**src/rtl/rx_decoder_fsm.sv**
```systemverilog
// ---------------------------------------------------------------------------
// rx_decoder_fsm
//
// Receive-side state machine placed between a 64b/66b block decoder and the
// MAC. Decoded blocks are checked for legal ordering (idle/control, start,
// data, terminate) using a one-block lookahead. Illegal sequences are replaced
// by the error block, and loss of block lock or high BER forces the local
// fault block. Errored blocks are counted in a saturating counter.
//
// Parameters
//   LEN_RX_DATA  CGMII data width (byte 0 in the MSBs)
//   LEN_RX_CTRL  CGMII control width (byte 0 in the MSB)
//   LEN_ERR_CNT  errored-block counter width
//
// Ports
//   i_clock       single clock, rising edge
//   i_reset       asynchronous active-low reset
//   i_enable      one decoded block per high cycle
//   i_rx_type     decoder block type, one-hot {D,S,C,T}
//   i_rx_data     decoded CGMII data
//   i_rx_ctrl     decoded CGMII control
//   i_block_lock  block-lock status (0 = unlocked)
//   i_hi_ber      high-BER status (1 = high BER)
//   i_clear_cnt   synchronous clear of the error counter
//   o_rx_data     registered CGMII data to the MAC
//   o_rx_ctrl     registered CGMII control to the MAC
//   o_valid       one-cycle strobe after each enabled output update
//   o_state       current state (INIT=0, C=1, D=2, T=3, E=4)
//   o_err_cnt     saturating count of blocks decided as RX_E
// ---------------------------------------------------------------------------
module rx_decoder_fsm #(
    parameter int unsigned LEN_RX_DATA = 64,
    parameter int unsigned LEN_RX_CTRL = 8,
    parameter int unsigned LEN_ERR_CNT = 16
) (
    input  logic                   i_clock,
    input  logic                   i_reset,
    input  logic                   i_enable,
    input  logic [3:0]             i_rx_type,
    input  logic [LEN_RX_DATA-1:0] i_rx_data,
    input  logic [LEN_RX_CTRL-1:0] i_rx_ctrl,
    input  logic                   i_block_lock,
    input  logic                   i_hi_ber,
    input  logic                   i_clear_cnt,
    output logic [LEN_RX_DATA-1:0] o_rx_data,
    output logic [LEN_RX_CTRL-1:0] o_rx_ctrl,
    output logic                   o_valid,
    output logic [2:0]             o_state,
    output logic [LEN_ERR_CNT-1:0] o_err_cnt
);

    // Local fault ordered set and error block, as seen by the MAC.
    localparam logic [LEN_RX_DATA-1:0] LBLOCK_DATA = LEN_RX_DATA'(64'h9C00_0001_0000_0000);
    localparam logic [LEN_RX_CTRL-1:0] LBLOCK_CTRL = {1'b1, {(LEN_RX_CTRL-1){1'b0}}};
    localparam logic [LEN_RX_DATA-1:0] EBLOCK_DATA = {(LEN_RX_DATA/8){8'hFE}};
    localparam logic [LEN_RX_CTRL-1:0] EBLOCK_CTRL = '1;

    typedef enum logic [2:0] {
        RX_INIT = 3'd0,
        RX_C    = 3'd1,
        RX_D    = 3'd2,
        RX_T    = 3'd3,
        RX_E    = 3'd4
    } state_t;

    typedef enum logic [2:0] {
        CL_D,
        CL_S,
        CL_C,
        CL_T,
        CL_E
    } class_t;

    // Anything that is not exactly one-hot is an error class.
    function automatic class_t classify(input logic [3:0] rx_type);
        class_t c;
        case (rx_type)
            4'b1000: c = CL_D;
            4'b0100: c = CL_S;
            4'b0010: c = CL_C;
            4'b0001: c = CL_T;
            default: c = CL_E;
        endcase
        return c;
    endfunction

    state_t                   state;
    state_t                   next_state;
    logic                     primed;
    logic [3:0]               cur_type;
    logic [LEN_RX_DATA-1:0]   cur_data;
    logic [LEN_RX_CTRL-1:0]   cur_ctrl;
    class_t                   cur_cls;
    class_t                   nxt_cls;
    logic                     link_bad;
    logic                     decide;
    logic                     err_inc;

    assign cur_cls  = classify(cur_type);
    assign nxt_cls  = classify(i_rx_type);
    assign link_bad = !i_block_lock || i_hi_ber;
    // A decision is made only once the lookahead register holds a real block.
    assign decide   = i_enable && primed;
    assign err_inc  = decide && (next_state == RX_E);

    // Terminate is only accepted when the block after it can legally follow
    // an end of frame (start or control).
    always_comb begin
        next_state = RX_E;
        if (link_bad) begin
            next_state = RX_INIT;
        end else begin
            case (state)
                RX_INIT, RX_C, RX_T: begin
                    if (cur_cls == CL_C)      next_state = RX_C;
                    else if (cur_cls == CL_S) next_state = RX_D;
                end
                RX_D: begin
                    if (cur_cls == CL_D)
                        next_state = RX_D;
                    else if (cur_cls == CL_T && (nxt_cls == CL_S || nxt_cls == CL_C))
                        next_state = RX_T;
                end
                RX_E: begin
                    if (cur_cls == CL_C)
                        next_state = RX_C;
                    else if (cur_cls == CL_D)
                        next_state = RX_D;
                    else if (cur_cls == CL_T && (nxt_cls == CL_S || nxt_cls == CL_C))
                        next_state = RX_T;
                end
                default: next_state = RX_E;
            endcase
        end
    end

    always_ff @(posedge i_clock or negedge i_reset) begin
        if (!i_reset) begin
            state     <= RX_INIT;
            primed    <= 1'b0;
            cur_type  <= '0;
            cur_data  <= '0;
            cur_ctrl  <= '0;
            o_rx_data <= LBLOCK_DATA;
            o_rx_ctrl <= LBLOCK_CTRL;
            o_valid   <= 1'b0;
            o_err_cnt <= '0;
        end else begin
            o_valid <= 1'b0;

            if (i_enable) begin
                cur_type <= i_rx_type;
                cur_data <= i_rx_data;
                cur_ctrl <= i_rx_ctrl;
                primed   <= 1'b1;
            end

            if (decide) begin
                state   <= next_state;
                o_valid <= 1'b1;
                case (next_state)
                    RX_INIT: begin
                        o_rx_data <= LBLOCK_DATA;
                        o_rx_ctrl <= LBLOCK_CTRL;
                    end
                    RX_E: begin
                        o_rx_data <= EBLOCK_DATA;
                        o_rx_ctrl <= EBLOCK_CTRL;
                    end
                    default: begin
                        o_rx_data <= cur_data;
                        o_rx_ctrl <= cur_ctrl;
                    end
                endcase
            end

            // Clear wins over the old value but still counts a coincident error.
            if (i_clear_cnt) begin
                o_err_cnt <= err_inc ? LEN_ERR_CNT'(1) : '0;
            end else if (err_inc && (o_err_cnt != '1)) begin
                o_err_cnt <= o_err_cnt + LEN_ERR_CNT'(1);
            end
        end
    end

    assign o_state = state;

endmodule

```
**config.mk**
```make
export PLATFORM = sky130hd
export DESIGN_NAME = rx_decoder_fsm
export DESIGN_NICKNAME = d
export VERILOG_FILES = /design/src/rtl/rx_decoder_fsm.sv
export SDC_FILE = /design/constraint.sdc
export NUM_CORES = 1
export LEC_CHECK = 0
export BUFFER_PORTS_ARGS = -buffer_cell sky130_fd_sc_hd__clkbuf_2
export CAP_MARGIN = 20
export CORE_ASPECT_RATIO = 0.9
export CORE_MARGIN = 2
export CORE_UTILIZATION = 53
export CTS_CLUSTER_DIAMETER = 30
export DETAILED_ROUTE_END_ITERATION = 10
export PLACE_DENSITY_LB_ADDON = 0.3
export SLEW_MARGIN = 25
export SYNTH_ARGS = -nofsm -noshare
export SYNTH_HDL_FRONTEND = slang
export SYNTH_SLANG_ARGS = --single-unit
```
**constraint.sdc**
```tcl
create_clock -name i_clock -period 3.2 [get_ports i_clock]
set_clock_uncertainty 0.2 [all_clocks]
set_input_delay 0.64 -clock i_clock [delete_from_list [all_inputs] [get_ports i_clock]]
set_output_delay 0.64 -clock i_clock [all_outputs]
set_load 0.01 [all_outputs]
```
Word level (Yosys, flattened, before mapping)
Cells that the tools add are included.
- bits in writable memories: 0
- input port bits: 82
- memories: 0
- bits in read-only memories: 0
- latch bits: 0
- output and inout bits: 92
- word-level logic and storage cells: 56
- register bits after elaboration: 169
- add/sub/neg operators: 1
- multiplexer cells: 15
- eq/ne operators: 19
- multiply operators: 0
- order comparisons: 0
- bitwise logic cells: 0
- shift operators: 0
- reduce and logical (&&, ||, !) cells: 12
- divide/modulo/power cells: 0
- operators by type and width (kind ; number):
    $pmux 64 s2 ; 1
    $mux 16 ; 2
    $pmux 3 s4 ; 2
    $mux 3 ; 6
    $add 16x1->16 const B ; 1
    $ne 16x16->1 const B ; 1
    $pmux 8 s2 ; 1
    $eq 3x2->1 const B ; 5
    $eq 3x1->1 const B ; 3
    $logic_not 3->1 ; 3
    $pmux 3 s3 ; 1
    $eq 4x1->1 const B ; 2
    $eq 4x2->1 const B ; 2
    $eq 4x3->1 const B ; 2
    $eq 4x4->1 const B ; 2
    $eq 3x3->1 const B ; 2
    $logic_and 1x1->1 ; 4
    $reduce_or 3->1 ; 1
    $logic_or 1x1->1 ; 2
    $mux 1 ; 2
    $reduce_bool 2->1 ; 1
    $logic_not 1->1 ; 1

Longest topological paths before layout
- depth after elaboration: 15
- gate-level depth with buffers: 8
- depth with buffers taken out: 6

Least setup slack after synthesis
OpenSTA, ideal clock, no wires.
- path kind: input -> register
- from: in i_rx_type[1]
- to: reg o_err_cnt[8]
- library setup time: 0.125 ns
- arrival: 2.112 ns
- stages on the path: 6
- setup slack: 0.763 ns
- data required time: 2.875 ns
- path buffers: 1
- cells stage by stage: xor2_1 and4b_1 o32a_1 buf_4 nor4b_1 mux2_2
- cells in the longest elaborated chain, start to end: 14
- elaborated cells on any way between the ends: 18
- classes of those cells: eq/ne: 7; mux: 6; reduce/logical: 5
- ends and longest elaborated chain (element ; RTL line ; source):
    start: declaration ; 39 ; input logic [3:0] i_rx_type,
    $eq 4x1->1, or another cell as far along ; 77 ; case (rx_type)
    $pmux 3 s4 (*) ; 77 ;
    $eq 3x1->1 or $eq 3x2->1 (tied branches) ; 121, 129 ;
    $logic_or 1x1->1 (*) ; 121, 129 ;
    $logic_and 1x1->1 (*) ; 121, 129 ;
    $mux 3 (*) ; 121, 129 ;
    $mux 3 (*) ; 127 ; else if (cur_cls == CL_D)
    $mux 3 ; 125 ; if (cur_cls == CL_C)
    $pmux 3 s3 (*) ; 113 ; case (state)
    $mux 3 (*) ; 110 ; if (link_bad) begin
    $eq 3x3->1 (*) ; 104 ; assign err_inc = decide && (next_state == RX_E);
    $logic_and 1x1->1 (*) ; 104 ;
    $logic_and 1x1->1 (*) ; 180 ; end else if (err_inc && (o_err_cnt != '1)) begin
    $reduce_bool 2->1 (no source line) (*) ; - ;
    end signal: assignment ; 179 ; o_err_cnt <= err_inc ? LEN_ERR_CNT'(1) : '0;
    end signal: assignment ; 181 ; o_err_cnt <= o_err_cnt + LEN_ERR_CNT'(1);
    end: declaration ; 49 ; output logic [LEN_ERR_CNT-1:0] o_err_cnt
Mark *: on every way between the ends. The rest lies on a longest branch, timed or not.
A chain may end at the register's enable or synchronous reset.

Worst setup path after layout
- from: reg cur_type[0]
- to: reg o_rx_data[53]
- cells in the longest elaborated chain, start to end: 11
- elaborated cells on any way between the ends: 20
- classes of those cells: eq/ne: 8; mux: 9; reduce/logical: 3
- ends and longest elaborated chain (element ; RTL line ; source):
    start: declaration ; 90 ; logic [3:0] cur_type;
    start signal: assignment ; 152 ; cur_type <= i_rx_type;
    $eq 4x1->1, or another cell as far along ; 77 ;
    $pmux 3 s4 (*) ; 77 ;
    $eq 3x2->1 ; 121, 129 ;
    $logic_and 1x1->1 ; 121, 129 ;
    $mux 3 ; 121, 129 ;
    $mux 3 ; 127 ;
    $mux 3 ; 125 ;
    $pmux 3 s3 (*) ; 113 ;
    $mux 3 (*) ; 110 ;
    $eq 3x3->1 or $logic_not 3->1 (tied branches) ; 161 ; case (next_state)
    $pmux 64 s2 (*) ; 161 ;
    end signal: assignment ; 171 ; o_rx_data <= cur_data;
    end: declaration ; 45 ; output logic [LEN_RX_DATA-1:0] o_rx_data,
Marked as above.

==> results.sh <==
export IMPL_status="finished, final reports clean"
export IMPL_synthDistinctLibCells=49
export IMPL_rsz0062_at_grt="no"
export IMPL_cts_reportedPaths_clkPinSlew_ns=0.06
export IMPL_crit_path_end_kind="flip-flop"
export IMPL_synthSimpleGateAreaFrac_pct=6.30
export IMPL_worstPathArrival_ns=2.86
export IMPL_synthesis_area_sq_um=6790
export IMPL_h_tree_depth=4
export IMPL_globalplace_congestion=0.783
export IMPL_root_buffer="clkbuf_16"
export IMPL_grt_first_pass_wirelength_microns=25200
export IMPL_worstSetupPathType="flip-flop to flip-flop"
export IMPL_synth_xor_area_share_pct=0.129
export IMPL_yosysWarnings=0
export IMPL_final_hold_viol_count=0
export IMPL_drive_gt1_share_pct=47.9
export IMPL_powerDensity_nw_per_um2=583
export IMPL_slew_headroom_pct=30.8
export IMPL_ys_seq_area_share_pct=62.4
export IMPL_portBuffers=173
export IMPL_clock_latency_ns=0.42
export IMPL_drt_total_wl_microns=15600
export IMPL_drc_errors=0
export IMPL_io_pins=174
export IMPL_synth_top_area_cell="dfrtp_1"
export IMPL_syn2layout_area_growth_pct=23.9
export IMPL_initial_utilization_pct=53.9
export IMPL_synth_top_family_by_area="compound AO/OA/AOI/OAI gates"
export IMPL_first_pass_iters=5
export IMPL_drtIter0Drc=369
export IMPL_numCtsBuffers=17
export IMPL_die_y_microns=111
export IMPL_fmax_mhz=369
export IMPL_ant_nets=0
export IMPL_diodes=0
export IMPL_first_global_vias=4946
export IMPL_dpl_hpwl_microns=10400
export IMPL_drv_slew=0
export IMPL_antenna_found_initial=0
export IMPL_period_share_pct=84.7
export IMPL_die_width_microns=123
export IMPL_post_route_min_period_ns=2.71
export IMPL_synth_fa_ha_area_share_pct=0.184
export IMPL_peakVddDrop_mv=0.427
export IMPL_cts_sinks=169
export IMPL_critical_path_required_ns=3.35
export IMPL_dieArea_sq_um=13700
export IMPL_vias_per_cell=5.84
export IMPL_synth_top_area_share_pct=60.1
export IMPL_rows=39
export IMPL_syn_num_nets=558
export IMPL_synth_seq_cells=169
export IMPL_fp_coreArea_sq_um=12600
export IMPL_power_leakage_uw=0.00397
export IMPL_synth_mux_area_share_pct=13.4
export IMPL_ys_flop_type="dfrtp_1"
export IMPL_finalNetCount=730
export IMPL_cts_resized=0
export IMPL_grt_overflow_total=0
export IMPL_setup_viol=0
export IMPL_yosysMostFrequentCell="dfrtp_1"
export IMPL_tns_ns=0
export IMPL_syn_inst=475
export IMPL_path_max_fanout=31
export IMPL_fin_total_pwr_uw=4910
export IMPL_synth_edf_count=0
export IMPL_synth_common_cells="dfrtp_1, mux2_2, a221o_1, clkbuf_1"
export IMPL_grt_usage_pct=23.6
export IMPL_crit_path_start_kind="flip-flop"
export IMPL_hold_class="primary input to flip-flop"
export IMPL_grt_max_degree=103
export IMPL_wl_per_cell_microns=19.0
export IMPL_synthTopCellsByArea="dfrtp_1, mux2_2, a221o_1"
export IMPL_synth_area_per_cell_sq_um=14.3
export IMPL_tightest_slew_ns=1.04
export IMPL_cts_buffer_depth=2
export IMPL_route_vias_total=4816
export IMPL_synth_async_sr_flop_share_pct=100
export IMPL_cts_tree="done"
export IMPL_synth_compound_area_share_pct=14.4
export IMPL_post_cts_setup_buffers=0
export IMPL_maxCapViolCount=0
[critical path, cell delays in order (launching register included)]
cell and delay (ns):
dfrtp_1 0.42, nor4b_1 0.54, a211o_1 0.24, o21ai_1 0.14
nor3_4 0.53, buf_6 0.22, buf_12 0.19, a221o_1 0.14
[cell usage in the layout, fill, tap and decap left out, types with 4 or more instances in the layout]
| cell | count |
|---|---|
| o41ai_1 | 7 |
| nor4b_1 | 4 |
| dfstp_2 | 6 |
| nand2_1 | 11 |
| nor2_1 | 12 |
| clkbuf_2 | 171 |
| nand4_1 | 4 |
| o22a_1 | 5 |
| o311ai_0 | 5 |
| buf_4 | 12 |
| inv_1 | 6 |
| a221o_1 | 59 |
| or2_2 | 6 |
| dfrtp_1 | 163 |
| nand3_1 | 7 |
| nor3_1 | 4 |
| mux2_2 | 81 |
| a22o_1 | 9 |
| clkinv_2 | 5 |
| nor2b_1 | 7 |
| clkbuf_16 | 17 |
[metrics by stage]
step / worst slack, ns / util [%] / instance area, sq um / hold slack [ns] / std cells
2_1_floorplan: 0.763 / - / 6790 / 0.144 / 475
3_3_place_gp: 0.00833 / 62.1 / 7820 / 0.264 / 789
3_5_place_dp: 0.356 / 62.3 / 7840 / 0.278 / 791
4_1_cts: 0.512 / 66.9 / 8420 / 0.233 / 824
5_1_grt: 0.302 / 66.9 / 8420 / 0.241 / 824
6_report: 0.489 / 66.9 / 8420 / 0.245 / 824
[per-layer routing]
layer  track usage [%]  vias up  wire [microns]
li1                  -     2174               -
met3              8.20       18            1170
met4              6.36        0             161
met2              37.1      178            7600
met1              31.3     2446            6690
met5                 0        -               0
[cell families after synthesis]
logic type	Yosys count
DFF	169
muxes	81
and+or+nand+nor	75
xor gates and xnor gates	1
adders and majority gates	1
AOI/OAI and AO/OA	106
buffers and inverters	42
[report_power, final]
part	total [uW]	internal (uW)	leakage (uW)	switching, uW
combinational	527	265	0.00159	262
sequential	2430	2320	0.00211	111
clock	1950	1130	0.000275	819
[worst paths after layout]
check	startpoint	end	slack, ns	cells after the start
max reg2reg	cur_type[0]$_DFFE_PN0P_	o_rx_data[53]$_DFFE_PN0P_	0.49	7
min reg2reg	cur_data[59]$_DFFE_PN0P_	o_rx_data[59]$_DFFE_PN1P_	0.29	1
max in group asynchronous	i_reset	o_rx_data[32]$_DFFE_PN1P_	1.47	3
max	cur_type[0]$_DFFE_PN0P_	o_rx_data[53]$_DFFE_PN0P_	0.49	7
min in group asynchronous	i_reset	o_err_cnt[3]$_DFFE_PN0P_	0.48	2
min	i_rx_data[32]	cur_data[32]$_DFFE_PN0P_	0.24	3
[final cells by class]
| type | instances | area [sq um] |
|---|---|---|
| multi-input combinational | 264 | 2360 |
| timing repair buffer | 189 | 1030 |
| tap | 164 | 205 |
| clock buffer | 21 | 470 |
| clock inverter | 11 | 95.1 |
| inverter | 6 | 22.5 |
| fill | 950 | 4170 |
| sequential | 169 | 4240 |
[sequential cells by signal (all words and copies together) (netlist names)]
register   count
o_rx_ctrl      8
primed         1
o_valid        1
o_state        3
cur_ctrl       8
o_err_cnt     16
o_rx_data     64
cur_data      64
cur_type       4
[timing repair]
action                                  4_1_cts  5_1_grt
endpoints found under the hold margin        25        0
hold buffers                                  1        0
endpoints found under the setup margin        0        0
Note: power is estimated with default switching activity, not from simulation.
